<file path="src/rtl/packet_buffer_arbiter_if.sv">
// Packet buffer arbiter bus: two read requesters, two write requesters and
// the RAM-driver side, grouped into one bundle.
// slave  = the arbiter, master = requesters plus RAM driver.
interface packet_buffer_arbiter_if #(
    parameter int AW       = 11,
    parameter int WORD_LEN = 8
);
    logic                rd0_req, rd1_req;
    logic [AW-1:0]       rd0_addr, rd1_addr;
    logic                rd0_gnt, rd1_gnt;
    logic                rd0_ready, rd1_ready;
    logic [WORD_LEN-1:0] rd0_out, rd1_out;

    logic                wr0_en, wr1_en;
    logic [AW-1:0]       wr0_addr, wr1_addr;
    logic [WORD_LEN-1:0] wr0_val, wr1_val;
    logic                wr0_gnt, wr1_gnt;

    logic                ram_read_req;
    logic [AW-1:0]       ram_read_addr;
    logic                ram_read_ready;
    logic [WORD_LEN-1:0] ram_read_out;
    logic                ram_write_enable;
    logic [AW-1:0]       ram_write_addr;
    logic [WORD_LEN-1:0] ram_write_val;

    logic                err;

    modport slave (
        input  rd0_req, rd1_req, rd0_addr, rd1_addr,
        output rd0_gnt, rd1_gnt, rd0_ready, rd1_ready, rd0_out, rd1_out,
        input  wr0_en, wr1_en, wr0_addr, wr1_addr, wr0_val, wr1_val,
        output wr0_gnt, wr1_gnt,
        output ram_read_req, ram_read_addr,
        input  ram_read_ready, ram_read_out,
        output ram_write_enable, ram_write_addr, ram_write_val,
        output err
    );

    modport master (
        output rd0_req, rd1_req, rd0_addr, rd1_addr,
        input  rd0_gnt, rd1_gnt, rd0_ready, rd1_ready, rd0_out, rd1_out,
        output wr0_en, wr1_en, wr0_addr, wr1_addr, wr0_val, wr1_val,
        input  wr0_gnt, wr1_gnt,
        input  ram_read_req, ram_read_addr,
        output ram_read_ready, ram_read_out,
        input  ram_write_enable, ram_write_addr, ram_write_val,
        input  err
    );
endinterface

</file>
<file path="src/rtl/packet_buffer_arbiter.sv">
// Packet buffer arbiter: shares one RAM driver between two readers and two
// writers. Read grants are combinational; a READ_LATENCY-deep tag pipeline
// routes each returning word to the requester that issued it.
// Optional macro PKTBUF_ARB_RR_EN: round-robin read arbitration
// (default build: fixed priority rd0 > rd1, no pointer state).
`ifndef PACKET_BUFFER_SIZE
`define PACKET_BUFFER_SIZE 2048
`endif
`ifndef BYTE_LEN
`define BYTE_LEN 8
`endif

module packet_buffer_arbiter #(
    parameter int RAM_SIZE     = `PACKET_BUFFER_SIZE,
    parameter int WORD_LEN     = `BYTE_LEN,
    parameter int READ_LATENCY = 2
) (
    input  logic                  clk,
    input  logic                  rstn,
    packet_buffer_arbiter_if.slave bus
);
    localparam int AW = $clog2(RAM_SIZE);

    logic                    rd0_gnt, rd1_gnt, rd_pick1;
    logic                    wr0_gnt, wr1_gnt;
    logic [AW-1:0]           rd_addr_sel;
    logic [WORD_LEN-1:0]     wr_val_sel;
    logic [READ_LATENCY-1:0] tag_vld_q, tag_vld_d;
    logic [READ_LATENCY-1:0] tag_id_q, tag_id_d;
    logic                    tail_vld, tail_id;
    logic                    err_q, err_d;

`ifdef PKTBUF_ARB_RR_EN
    logic rr_next_q, rr_next_d;   // requester that wins the next contention

    // Pointer moves to the requester that was not just granted
    always_comb begin
        rr_next_d = rr_next_q;
        if (rd0_gnt)      rr_next_d = 1'b1;
        else if (rd1_gnt) rr_next_d = 1'b0;
    end

    // Round-robin pointer register, requester 0 first after reset
    always_ff @(posedge clk) begin
        if (!rstn) rr_next_q <= 1'b0;
        else       rr_next_q <= rr_next_d;
    end

    assign rd_pick1 = bus.rd1_req & (~bus.rd0_req | rr_next_q);
`else
    assign rd_pick1 = bus.rd1_req & ~bus.rd0_req;
`endif

    // Read/write arbitration and RAM request muxing; nothing granted in reset
    always_comb begin
        rd0_gnt     = rstn & bus.rd0_req & ~rd_pick1;
        rd1_gnt     = rstn & rd_pick1;
        rd_addr_sel = rd1_gnt ? bus.rd1_addr : bus.rd0_addr;
        wr0_gnt     = rstn & bus.wr0_en;
        wr1_gnt     = rstn & bus.wr1_en & ~bus.wr0_en;
        wr_val_sel  = wr1_gnt ? bus.wr1_val : bus.wr0_val;
    end

    // Tag pipeline shifts every cycle; the head records this cycle's grant
    always_comb begin
        tag_vld_d    = '0;
        tag_id_d     = '0;
        tag_vld_d[0] = rd0_gnt | rd1_gnt;
        tag_id_d[0]  = rd1_gnt;
        for (int i = 1; i < READ_LATENCY; i++) begin
            tag_vld_d[i] = tag_vld_q[i-1];
            tag_id_d[i]  = tag_id_q[i-1];
        end
    end

    assign tail_vld = tag_vld_q[READ_LATENCY-1];
    assign tail_id  = tag_id_q[READ_LATENCY-1];

    // Data returning with no read in flight is a protocol error; sticky
    always_comb begin
        err_d = err_q | (bus.ram_read_ready & ~tail_vld);
    end

    // Tag and error registers; reset discards reads already in flight
    always_ff @(posedge clk) begin
        if (!rstn) begin
            tag_vld_q <= '0;
            tag_id_q  <= '0;
            err_q     <= 1'b0;
        end else begin
            tag_vld_q <= tag_vld_d;
            tag_id_q  <= tag_id_d;
            err_q     <= err_d;
        end
    end

    assign bus.rd0_gnt          = rd0_gnt;
    assign bus.rd1_gnt          = rd1_gnt;
    assign bus.ram_read_req     = rd0_gnt | rd1_gnt;
    assign bus.ram_read_addr    = rd_addr_sel;
    assign bus.rd0_ready        = rstn & bus.ram_read_ready & tail_vld & ~tail_id;
    assign bus.rd1_ready        = rstn & bus.ram_read_ready & tail_vld & tail_id;
    assign bus.rd0_out          = bus.ram_read_out;
    assign bus.rd1_out          = bus.ram_read_out;
    assign bus.wr0_gnt          = wr0_gnt;
    assign bus.wr1_gnt          = wr1_gnt;
    assign bus.ram_write_enable = wr0_gnt | wr1_gnt;
    assign bus.ram_write_addr   = wr1_gnt ? bus.wr1_addr : bus.wr0_addr;
    assign bus.ram_write_val    = wr_val_sel;
    assign bus.err              = err_q & rstn;
endmodule
</file>
<file path="src/flat_wrapper.sv">
// flat-port wrapper written by rule: the top's interface ports become plain ports
module packet_buffer_arbiter_flat 
#(
    parameter int RAM_SIZE     = `PACKET_BUFFER_SIZE,
    parameter int WORD_LEN     = `BYTE_LEN,
    parameter int READ_LATENCY = 2
)
  (clk, rstn, bus_rd0_req, bus_rd1_req, bus_rd0_addr, bus_rd1_addr, bus_rd0_gnt, bus_rd1_gnt, bus_rd0_ready, bus_rd1_ready, bus_rd0_out, bus_rd1_out, bus_wr0_en, bus_wr1_en, bus_wr0_addr, bus_wr1_addr, bus_wr0_val, bus_wr1_val, bus_wr0_gnt, bus_wr1_gnt, bus_ram_read_req, bus_ram_read_addr, bus_ram_read_ready, bus_ram_read_out, bus_ram_write_enable, bus_ram_write_addr, bus_ram_write_val, bus_err);
  packet_buffer_arbiter_if #(.WORD_LEN(WORD_LEN)) bus_i ();
  input  logic clk;
  input  logic rstn;
  input wire logic [$bits(bus_i.rd0_req)-1:0] bus_rd0_req;
  input wire logic [$bits(bus_i.rd1_req)-1:0] bus_rd1_req;
  input wire logic [$bits(bus_i.rd0_addr)-1:0] bus_rd0_addr;
  input wire logic [$bits(bus_i.rd1_addr)-1:0] bus_rd1_addr;
  output wire logic [$bits(bus_i.rd0_gnt)-1:0] bus_rd0_gnt;
  output wire logic [$bits(bus_i.rd1_gnt)-1:0] bus_rd1_gnt;
  output wire logic [$bits(bus_i.rd0_ready)-1:0] bus_rd0_ready;
  output wire logic [$bits(bus_i.rd1_ready)-1:0] bus_rd1_ready;
  output wire logic [$bits(bus_i.rd0_out)-1:0] bus_rd0_out;
  output wire logic [$bits(bus_i.rd1_out)-1:0] bus_rd1_out;
  input wire logic [$bits(bus_i.wr0_en)-1:0] bus_wr0_en;
  input wire logic [$bits(bus_i.wr1_en)-1:0] bus_wr1_en;
  input wire logic [$bits(bus_i.wr0_addr)-1:0] bus_wr0_addr;
  input wire logic [$bits(bus_i.wr1_addr)-1:0] bus_wr1_addr;
  input wire logic [$bits(bus_i.wr0_val)-1:0] bus_wr0_val;
  input wire logic [$bits(bus_i.wr1_val)-1:0] bus_wr1_val;
  output wire logic [$bits(bus_i.wr0_gnt)-1:0] bus_wr0_gnt;
  output wire logic [$bits(bus_i.wr1_gnt)-1:0] bus_wr1_gnt;
  output wire logic [$bits(bus_i.ram_read_req)-1:0] bus_ram_read_req;
  output wire logic [$bits(bus_i.ram_read_addr)-1:0] bus_ram_read_addr;
  input wire logic [$bits(bus_i.ram_read_ready)-1:0] bus_ram_read_ready;
  input wire logic [$bits(bus_i.ram_read_out)-1:0] bus_ram_read_out;
  output wire logic [$bits(bus_i.ram_write_enable)-1:0] bus_ram_write_enable;
  output wire logic [$bits(bus_i.ram_write_addr)-1:0] bus_ram_write_addr;
  output wire logic [$bits(bus_i.ram_write_val)-1:0] bus_ram_write_val;
  output wire logic [$bits(bus_i.err)-1:0] bus_err;
  assign bus_i.rd0_req = bus_rd0_req;
  assign bus_i.rd1_req = bus_rd1_req;
  assign bus_i.rd0_addr = bus_rd0_addr;
  assign bus_i.rd1_addr = bus_rd1_addr;
  assign bus_rd0_gnt = bus_i.rd0_gnt;
  assign bus_rd1_gnt = bus_i.rd1_gnt;
  assign bus_rd0_ready = bus_i.rd0_ready;
  assign bus_rd1_ready = bus_i.rd1_ready;
  assign bus_rd0_out = bus_i.rd0_out;
  assign bus_rd1_out = bus_i.rd1_out;
  assign bus_i.wr0_en = bus_wr0_en;
  assign bus_i.wr1_en = bus_wr1_en;
  assign bus_i.wr0_addr = bus_wr0_addr;
  assign bus_i.wr1_addr = bus_wr1_addr;
  assign bus_i.wr0_val = bus_wr0_val;
  assign bus_i.wr1_val = bus_wr1_val;
  assign bus_wr0_gnt = bus_i.wr0_gnt;
  assign bus_wr1_gnt = bus_i.wr1_gnt;
  assign bus_ram_read_req = bus_i.ram_read_req;
  assign bus_ram_read_addr = bus_i.ram_read_addr;
  assign bus_i.ram_read_ready = bus_ram_read_ready;
  assign bus_i.ram_read_out = bus_ram_read_out;
  assign bus_ram_write_enable = bus_i.ram_write_enable;
  assign bus_ram_write_addr = bus_i.ram_write_addr;
  assign bus_ram_write_val = bus_i.ram_write_val;
  assign bus_err = bus_i.err;
  packet_buffer_arbiter #(.RAM_SIZE(RAM_SIZE), .WORD_LEN(WORD_LEN), .READ_LATENCY(READ_LATENCY)) u_core (.clk(clk), .rstn(rstn), .bus(bus_i));
endmodule
</file>
<file path="config.mk">
export PLATFORM = sky130hd
export DESIGN_NAME = packet_buffer_arbiter_flat
export DESIGN_NICKNAME = d
export VERILOG_FILES = /design/src/rtl/packet_buffer_arbiter_if.sv /design/src/rtl/packet_buffer_arbiter.sv /design/src/flat_wrapper.sv
export SDC_FILE = /design/constraint.sdc
export NUM_CORES = 1
export LEC_CHECK = 0
export BUFFER_PORTS_ARGS = -buffer_cell sky130_fd_sc_hd__buf_4
export CORE_ASPECT_RATIO = 0.75
export CORE_UTILIZATION = 29
export CTS_CLUSTER_DIAMETER = 100
export DETAILED_ROUTE_END_ITERATION = 10
export GPL_TIMING_DRIVEN = 0
export HOLD_SLACK_MARGIN = 0.03
export PLACE_DENSITY = 0.82
export SETUP_SLACK_MARGIN = 0.4
export SYNTH_ARGS = -nofsm -noshare
export SYNTH_HDL_FRONTEND = slang
export SYNTH_SLANG_ARGS = --single-unit
</file>
<file path="constraint.sdc">
create_clock -name clk -period 1.3 [get_ports clk]
set_clock_uncertainty 0.2 [all_clocks]
set_input_delay 0.13 -clock clk [delete_from_list [all_inputs] [get_ports clk]]
set_output_delay 0.13 -clock clk [all_outputs]
set_load 0.05 [all_outputs]
</file>
==> results of run 1 <==
-- what timing repair did --
item | CTS | global route
setup buffers | 5 | 1
pin swaps | 3 | 2
resized for setup | 65 | 3
setup endpoints to repair | 39 | 39
gates cloned | 1 | 0
endpoints found under the hold margin | 1 | 1
-- cells in the final DEF (no fill, tap or decap) --
master / count
sky130_fd_sc_hd__and2_1: 2
sky130_fd_sc_hd__dfxtp_1: 2
sky130_fd_sc_hd__nand3_4: 1
sky130_fd_sc_hd__nor2b_1: 1
sky130_fd_sc_hd__clkbuf_1: 1
sky130_fd_sc_hd__inv_4: 1
sky130_fd_sc_hd__o21a_1: 2
sky130_fd_sc_hd__mux2_2: 3
sky130_fd_sc_hd__buf_4: 99
sky130_fd_sc_hd__and2_4: 3
sky130_fd_sc_hd__buf_12: 3
sky130_fd_sc_hd__buf_16: 1
sky130_fd_sc_hd__clkinvlp_4: 1
sky130_fd_sc_hd__o21a_4: 2
sky130_fd_sc_hd__nand3b_4: 2
sky130_fd_sc_hd__mux2_4: 27
sky130_fd_sc_hd__nor2_4: 2
sky130_fd_sc_hd__clkbuf_8: 3
sky130_fd_sc_hd__dfxtp_2: 3
sky130_fd_sc_hd__inv_1: 2
sky130_fd_sc_hd__buf_8: 12
sky130_fd_sc_hd__buf_6: 33
-- cells in the mapped netlist (all sizes together) --
cell type	instances	share of area
and2	5	0.038
buf	20	0.19
dfxtp	5	0.12
inv	4	0.018
mux2	30	0.53
nand3	1	0.0061
nand3b	2	0.038
nor2	2	0.0091
nor2b	1	0.0076
o21a	4	0.036
-- flip-flops by register name, summed over array words and instances, names as in the netlist --
name	count
u_core.tag_id_q	2
u_core.tag_vld_q	2
u_core.err_q	1
-- worst max-delay path, cell delays in order --
cell and delay [ps]:
sky130_fd_sc_hd__buf_8 100, sky130_fd_sc_hd__nand3b_4 190, sky130_fd_sc_hd__buf_8 160, sky130_fd_sc_hd__mux2_4 300, sky130_fd_sc_hd__buf_8 150
-- kinds of logic (layout without fill, tap and decap cells) --
family / count (synthesis) / after routing
AND/OR/NAND/NOR: 11 / 11
multiplexers: 30 / 30
buffers and inverters: 24 / 156
AO/OA/AOI/OAI: 4 / 4
flip-flops: 5 / 5
-- worst paths after layout --
check / startpoint / to / slack, ps / depth (start not counted)
hold / removal: bus_rd1_req / u_core.tag_vld_q[0] / -40 / 2
setup / recovery: bus_rd0_req / bus_ram_read_addr[3] / -70 / 5
hold reg to reg: u_core.tag_vld_q[0] / u_core.tag_vld_q[1] / 230 / 1
setup reg to reg: u_core.tag_vld_q[1] / u_core.err_q / 430 / 2
-- per-stage QoR --
stage                     area (um^2)  setup TNS (ps)  setup slack, ps  cells
after floorplan                   892               0              147     74
after global placement           1850           -2650             -118    231
after detailed placement         1850           -2910             -134    231
after CTS                        2190           -1700            -83.2    241
after global routing             2210           -2210            -89.8    242
final                            2210           -1620            -70.6    242
-- where the power goes --
group	total [mW]	switching, mW	internal, mW
registers	0.168	0.00465	0.164
clock network	0.285	0.0751	0.210
logic	1.05	0.543	0.507
total	1.50	0.623	0.881
-- per-layer routing --
layer | GRT usage | up-vias
met5 | 0 | -
met2 | 0.428 | 74
met1 | 0.199 | 468
met3 | 0.0467 | 2
li1 | - | 498
met4 | 0.0682 | 0
-- final cells by class --
| class | count | area [um^2] | share of cell area |
|---|---|---|---|
| Inverter | 4 | 21.3 | 0.00964 |
| Clock buffer | 4 | 45.0 | 0.0204 |
| Buffer | 20 | 190 | 0.0862 |
| Tap cell | 36 | 45.0 | 0.0204 |
| Multi-Input combinational cell | 45 | 609 | 0.276 |
| Sequential cell | 5 | 104 | 0.0471 |
| Timing Repair Buffer | 128 | 1190 | 0.540 |
==> results.rst, run 1 <==
.. list-table::
   :header-rows: 1

   * - Metric
     - Value
   * - Detailed-routing iteration count for the pre-antenna-repair pass
     - 4
   * - Worst-case headroom to the max-slew limit
     - 0.902
   * - Post-synthesis simple-gate area fraction
     - 0.0986
   * - Maximum clock path buffer count
     - 2
   * - Post-synthesis cell count
     - 74
   * - Post-Route WL
     - 3.28 mm
   * - Minimum hold slack
     - -38.9 ps
   * - Vias per cell
     - 4.31
   * - Remaining DRCs
     - 0
   * - Fraction of final layout cells with drive strength greater than 1
     - 0.951
   * - Buffers on Ports
     - 121
   * - Total power draw
     - 1.50 mW
   * - Endpoint kind of the worst setup timing path
     - output port
   * - Count of inserted antenna diode cells
     - 0
   * - Crit path required time
     - 970 ps
   * - Static power due to leakage
     - 1.22 nW
   * - Worst setup margin
     - -70.6 ps
   * - Critical-path maximum fanout
     - 5
   * - Row count
     - 16
   * - Wirelength per Cell
     - 13.6 um
   * - TritonCTS clock tree
     - done
   * - Synthesized-area fraction occupied by adder cells
     - 0
   * - Distinct cell type count after synthesis
     - 14
   * - Global-route wire length before repair
     - 4.57 mm
   * - Chip Width
     - 63.6 um
   * - Setup repair after global routing missed its margin
     - yes
   * - Worst path arrival time
     - 1040 ps
   * - Worst skew pair latency
     - 220 ps
   * - Die Ht
     - 48.2 um
   * - Core box area
     - 2660 um^2
   * - Max H-tree Level
     - 1
   * - Wire length on met3
     - 313 um
   * - Final-report hold violation count
     - 1
   * - Xor/xnor cell area share of the yosys netlist
     - 0
   * - Final min period
     - 1370 ps
   * - Initial standard-cell utilization of the core
     - 0.310
   * - Syn Area/Cell
     - 11.1 um^2
   * - Syn Std Cell Area
     - 825 um^2
   * - Maxcap violations
     - 0
   * - Number of pins with negative max-slew slack in the final report
     - 0
   * - Top achievable clock speed
     - 730 MHz
   * - CTS buffer count
     - 3
   * - Via count of the first global-routing pass
     - 1023
   * - Transition time of the tightest slew-check pin
     - 149 ps
   * - Setup violation total in the final timing report
     - 30
   * - Portion of netlist area occupied by mux cells
     - 0.533
   * - Sequential-to-total area share from yosys stat
     - 0.121
   * - Mapped Nets
     - 149
   * - Maximum vdd ir drop
     - 0.513 mV
   * - Critical setup path kind
     - primary input to output port
   * - Main combinational cell family by area after synthesis
     - multiplexers
   * - Count of clock tree sinks
     - 5
   * - Count of pins on the block boundary
     - 130
   * - Die area
     - 3060 um^2
   * - Routed Antenna Nets
     - 0
   * - GRT overflow
     - 0
   * - Total global-route track usage
     - 0.199
   * - Number of nets in the final layout
     - 282
   * - End-of-flow core utilization
     - 0.829
   * - Final weighted congestion of routability-driven global placement
     - 0.672
   * - Clock transition at the register clock pins on the worst setup and hold paths after CTS
     - 40 ps
   * - Filler cell count in the final layout
     - 158
   * - Metal1 wirelength
     - 1.07 mm
   * - Root Driver
     - sky130_fd_sc_hd__clkbuf_8
   * - Number of antenna violations at the first check in global routing
     - 0
   * - Failing checks
     - negative hold slack, negative setup slack
   * - Number of vias after detailed routing
     - 1042
   * - DR WL met2
     - 1.89 mm
   * - Startpoint class of the critical path
     - primary input
   * - Fraction of the cycle the final worst path needs
     - 1.05
   * - Iteration-0 DRC Markers
     - 58
   * - Power density of the placed cells
     - 682 nW/um^2
   * - Result of the run
     - finished with violations
   * - Pin count of the biggest net entering global routing
     - 11
   * - Area added between synthesis and finish
     - 168%
   * - Path class of the lowest-slack min-delay path
     - primary input to register
   * - Warnings, synthesis
     - 0
   * - HPWL Detailed
     - 2.57 mm
   * - Top Metal Used
     - met4
   * - Compound-gate portion of the synthesized area
     - 0.0364
   * - Flops & latches, synth
     - 5
Power figures use the tool's default switching activity.
==> run 2, diff against run 1 <==
--- a/config.mk
+++ b/config.mk
@@ -13,6 +13,8 @@
 export GPL_TIMING_DRIVEN = 0
 export HOLD_SLACK_MARGIN = 0.03
 export PLACE_DENSITY = 0.82
+export RECOVER_POWER = 25
+export REMOVE_ABC_BUFFERS = 1
 export SETUP_SLACK_MARGIN = 0.4
 export SYNTH_ARGS = -nofsm -noshare
 export SYNTH_HDL_FRONTEND = slang
==> run 2 against run 1 <==
- the flow finishes with violations (negative hold slack)
- routed wire length increased by 1.9%
- critical endpoint is now bus_ram_write_addr[4]
- register-to-register slack got worse by 80 ps
- critical path depth decreased by 1
- count of clock-buffer cells in the layout unchanged
- power decreased by 7.0%
==> results.rst, run 2 (synthesized netlist as in run 1, its figures left out) <==
.. list-table::
   :header-rows: 1

   * - Metric
     - Value
   * - Final-layout setup total negative slack
     - 0 ps (+1620 ps)
   * - Critical setup path kind
     - primary input to output port
   * - Post-Route WL
     - 3.34 mm (+1.9%)
   * - Buffers on Ports
     - 105 (-13%)
   * - Result of the run
     - finished with violations
   * - Detailed-routing iteration count for the pre-antenna-repair pass
     - 4 (unchanged)
   * - Clock transition at the register clock pins on the worst setup and hold paths after CTS
     - 40 ps (about the same)
   * - Chip Width
     - 63.6 um (unchanged)
   * - Path class of the lowest-slack min-delay path
     - primary input to register
   * - Maxcap violations
     - 0 (unchanged)
   * - Iteration-0 DRC Markers
     - 5 (-91%)
   * - Cell family with the largest share of critical-path delay
     - multiplexers
   * - Row count
     - 16 (unchanged)
   * - Root Driver
     - sky130_fd_sc_hd__clkbuf_8
   * - Failing checks
     - negative hold slack
   * - Wire length on met3
     - 428 um (+37%)
   * - Startpoint class of the critical path
     - primary input
   * - DR WL met2
     - 1.97 mm (+4.1%)
   * - Fraction of the cycle the final worst path needs
     - 0.983 (-0.0712)
   * - Filler cell count in the final layout
     - 166 (+5.1%)
   * - Count of pins on the block boundary
     - 130 (unchanged)
   * - Post-DP Area
     - 1500 um^2 (-19%)
   * - Total power draw
     - 1.40 mW (-7.0%)
   * - Most used cells in the layout excluding fill and tap cells
     - sky130_fd_sc_hd__buf_4, sky130_fd_sc_hd__buf_8, sky130_fd_sc_hd__mux2_4
   * - Finished Layout Cells
     - 211 (-13%)
   * - Number of pins with negative max-slew slack in the final report
     - 0 (unchanged)
   * - Top Metal Used
     - met3
   * - Final min period
     - 1280 ps (-92.5 ps)
   * - Power density of the placed cells
     - 667 nW/um^2 (-2.2%)
   * - Number of antenna violations at the first check in global routing
     - 0 (unchanged)
   * - Metal1 wirelength
     - 946 um (-11%)
   * - Initial standard-cell utilization of the core
     - 0.310 (unchanged)
   * - Area of all placed cells without fillers
     - 2100 um^2 (-5.0%)
   * - Number of buffer and inverter instances along the worst setup path
     - 2 (-1)
   * - Transition time of the tightest slew-check pin
     - 156 ps (+7.65 ps)
   * - Cell depth of the worst setup path
     - 4 (-1)
   * - Maximum vdd ir drop
     - 0.529 mV (+3.0%)
   * - Top flop regs
     - u_core.tag_id_q (2), u_core.tag_vld_q (2), u_core.err_q (1)
   * - CP max-delay cell
     - sky130_fd_sc_hd__mux2_4
   * - CTS buffer count
     - 3 (unchanged)
   * - Final weighted congestion of routability-driven global placement
     - 0.701 (+4.2%)
   * - Static power due to leakage
     - 1.16 nW (-4.8%)
   * - Number of nets in the final layout
     - 251 (-11%)
   * - Global-route wire length before repair
     - 4.11 mm (-10%)
   * - Worst hold start
     - rstn
   * - Pin count of the biggest net entering global routing
     - 17 (+6)
   * - Core box area
     - 2660 um^2 (unchanged)
   * - Total global-route track usage
     - 0.177 (-0.0221)
   * - Routed Antenna Nets
     - 0 (unchanged)
   * - Most common cell after layout, fill and taps aside
     - sky130_fd_sc_hd__buf_4
   * - Vias per cell
     - 4.57 (+6.1%)
   * - Maximum clock path buffer count
     - 2 (unchanged)
   * - Most Frequent Cell on Critical Path
     - sky130_fd_sc_hd__buf_8
   * - Fraction of final layout cells with drive strength greater than 1
     - 0.926 (-0.0257)
   * - Wirelength per Cell
     - 15.8 um (+17%)
   * - Minimum hold slack
     - -30.9 ps (+7.97 ps)
   * - Die Ht
     - 48.2 um (unchanged)
   * - Setup repair after global routing missed its margin
     - yes
   * - Slowest Stage Delay on Critical Path
     - 340 ps (+40 ps)
   * - Final-report hold violation count
     - 2 (+1)
   * - TritonCTS clock tree
     - done
   * - Setup violation total in the final timing report
     - 0 (-100%)
   * - Worst-case headroom to the max-slew limit
     - 0.896 (-0.00591)
   * - Count of clock tree sinks
     - 5 (unchanged)
   * - Worst path arrival time
     - 950 ps (-90 ps)
   * - Endpoint kind of the worst setup timing path
     - output port
   * - GRT overflow
     - 0 (unchanged)
   * - Critical-path maximum fanout
     - 6 (+1)
   * - Max H-tree Level
     - 1 (unchanged)
   * - Die area
     - 3060 um^2 (unchanged)
   * - Depth of the most critical reg-to-reg path
     - 3 (+1)
   * - Remaining DRCs
     - 0 (unchanged)
   * - CP Cell Sequence
     - buf_8 -> nand3b_4 -> mux2_4 -> buf_8
   * - Top achievable clock speed
     - 782 MHz (+7.2%)
   * - Area added between synthesis and finish
     - 154%
   * - Crit path required time
     - 970 ps (about the same)
   * - Number of cells on the worst hold path
     - 2 (unchanged)
   * - Number of vias after detailed routing
     - 964 (-7.5%)
   * - Worst skew pair latency
     - 220 ps (about the same)
   * - Via count of the first global-routing pass
     - 959 (-6.3%)
   * - First element of the critical path
     - bus_wr0_en
   * - Cells after DPL
     - 195 (-16%)
   * - Count of inserted antenna diode cells
     - 0 (unchanged)
   * - Worst flop-to-flop path startpoint
     - u_core.tag_vld_q[1]
## run 2: cell types whose count changed in the layout (fill, tap and decap cells not counted), sizes merged
cell      previous run  this run
nand3b               2         6
inv                  3         4
clkbuf               4         5
clkinvlp             1         0
buf                148       112
## run 2: cell type report
class | count | area, um^2 | area share
timing repair buffer | 113 | 1210 | 0.575
multi-input combinational | 49 | 681 | 0.325
sequential | 5 | 103 | 0.0489
clock buffer | 4 | 45.0 | 0.0215
tap | 36 | 45.0 | 0.0215
inverter | 4 | 17.5 | 0.00835
## run 2: final timing paths
path / slack [ps] / endpoint
worst max-delay path: 20 / bus_ram_write_addr[4]
worst min-delay path: -30 / u_core.err_q
worst max register to register: 350 / u_core.err_q
worst min register to register: 230 / u_core.tag_vld_q[1]
## run 2: worst reg2reg max path: cells and delay by family (launching register included)
family,cells,cell delay (ps)
DFF,1,350
AOI/OAI and AO/OA,1,160
buffers and inverters,1,100
and+or+nand+nor,1,40
## run 2: repair_timing
item	CTS	global route
pin swaps	7	5
gates cloned	4	1
resized for setup	74	36
hold endpoints to repair	4	2
setup buffers	4	3
setup endpoints to repair	39	40
## run 2: per-stage QoR
stage	utilization	setup WS (ps)
floorplan	-	-270
CTS	0.718	14.7
detailed placement	0.563	-646
global route	0.788	-4.04
finish	0.788	21.9
global placement	0.563	-589
## run 2: routing by layer
metal,vias up,track usage
met5,-,0
met4,0,0.0636
met3,0,0.0981
met2,85,0.385
met1,426,0.140
li1,453,-
## run 2: where the power goes
part           internal [mW]  switching (mW)  leakage, nW
Combinational          0.495           0.454         1.10
Sequential             0.164         0.00451       0.0420
Clock                  0.210          0.0709       0.0228
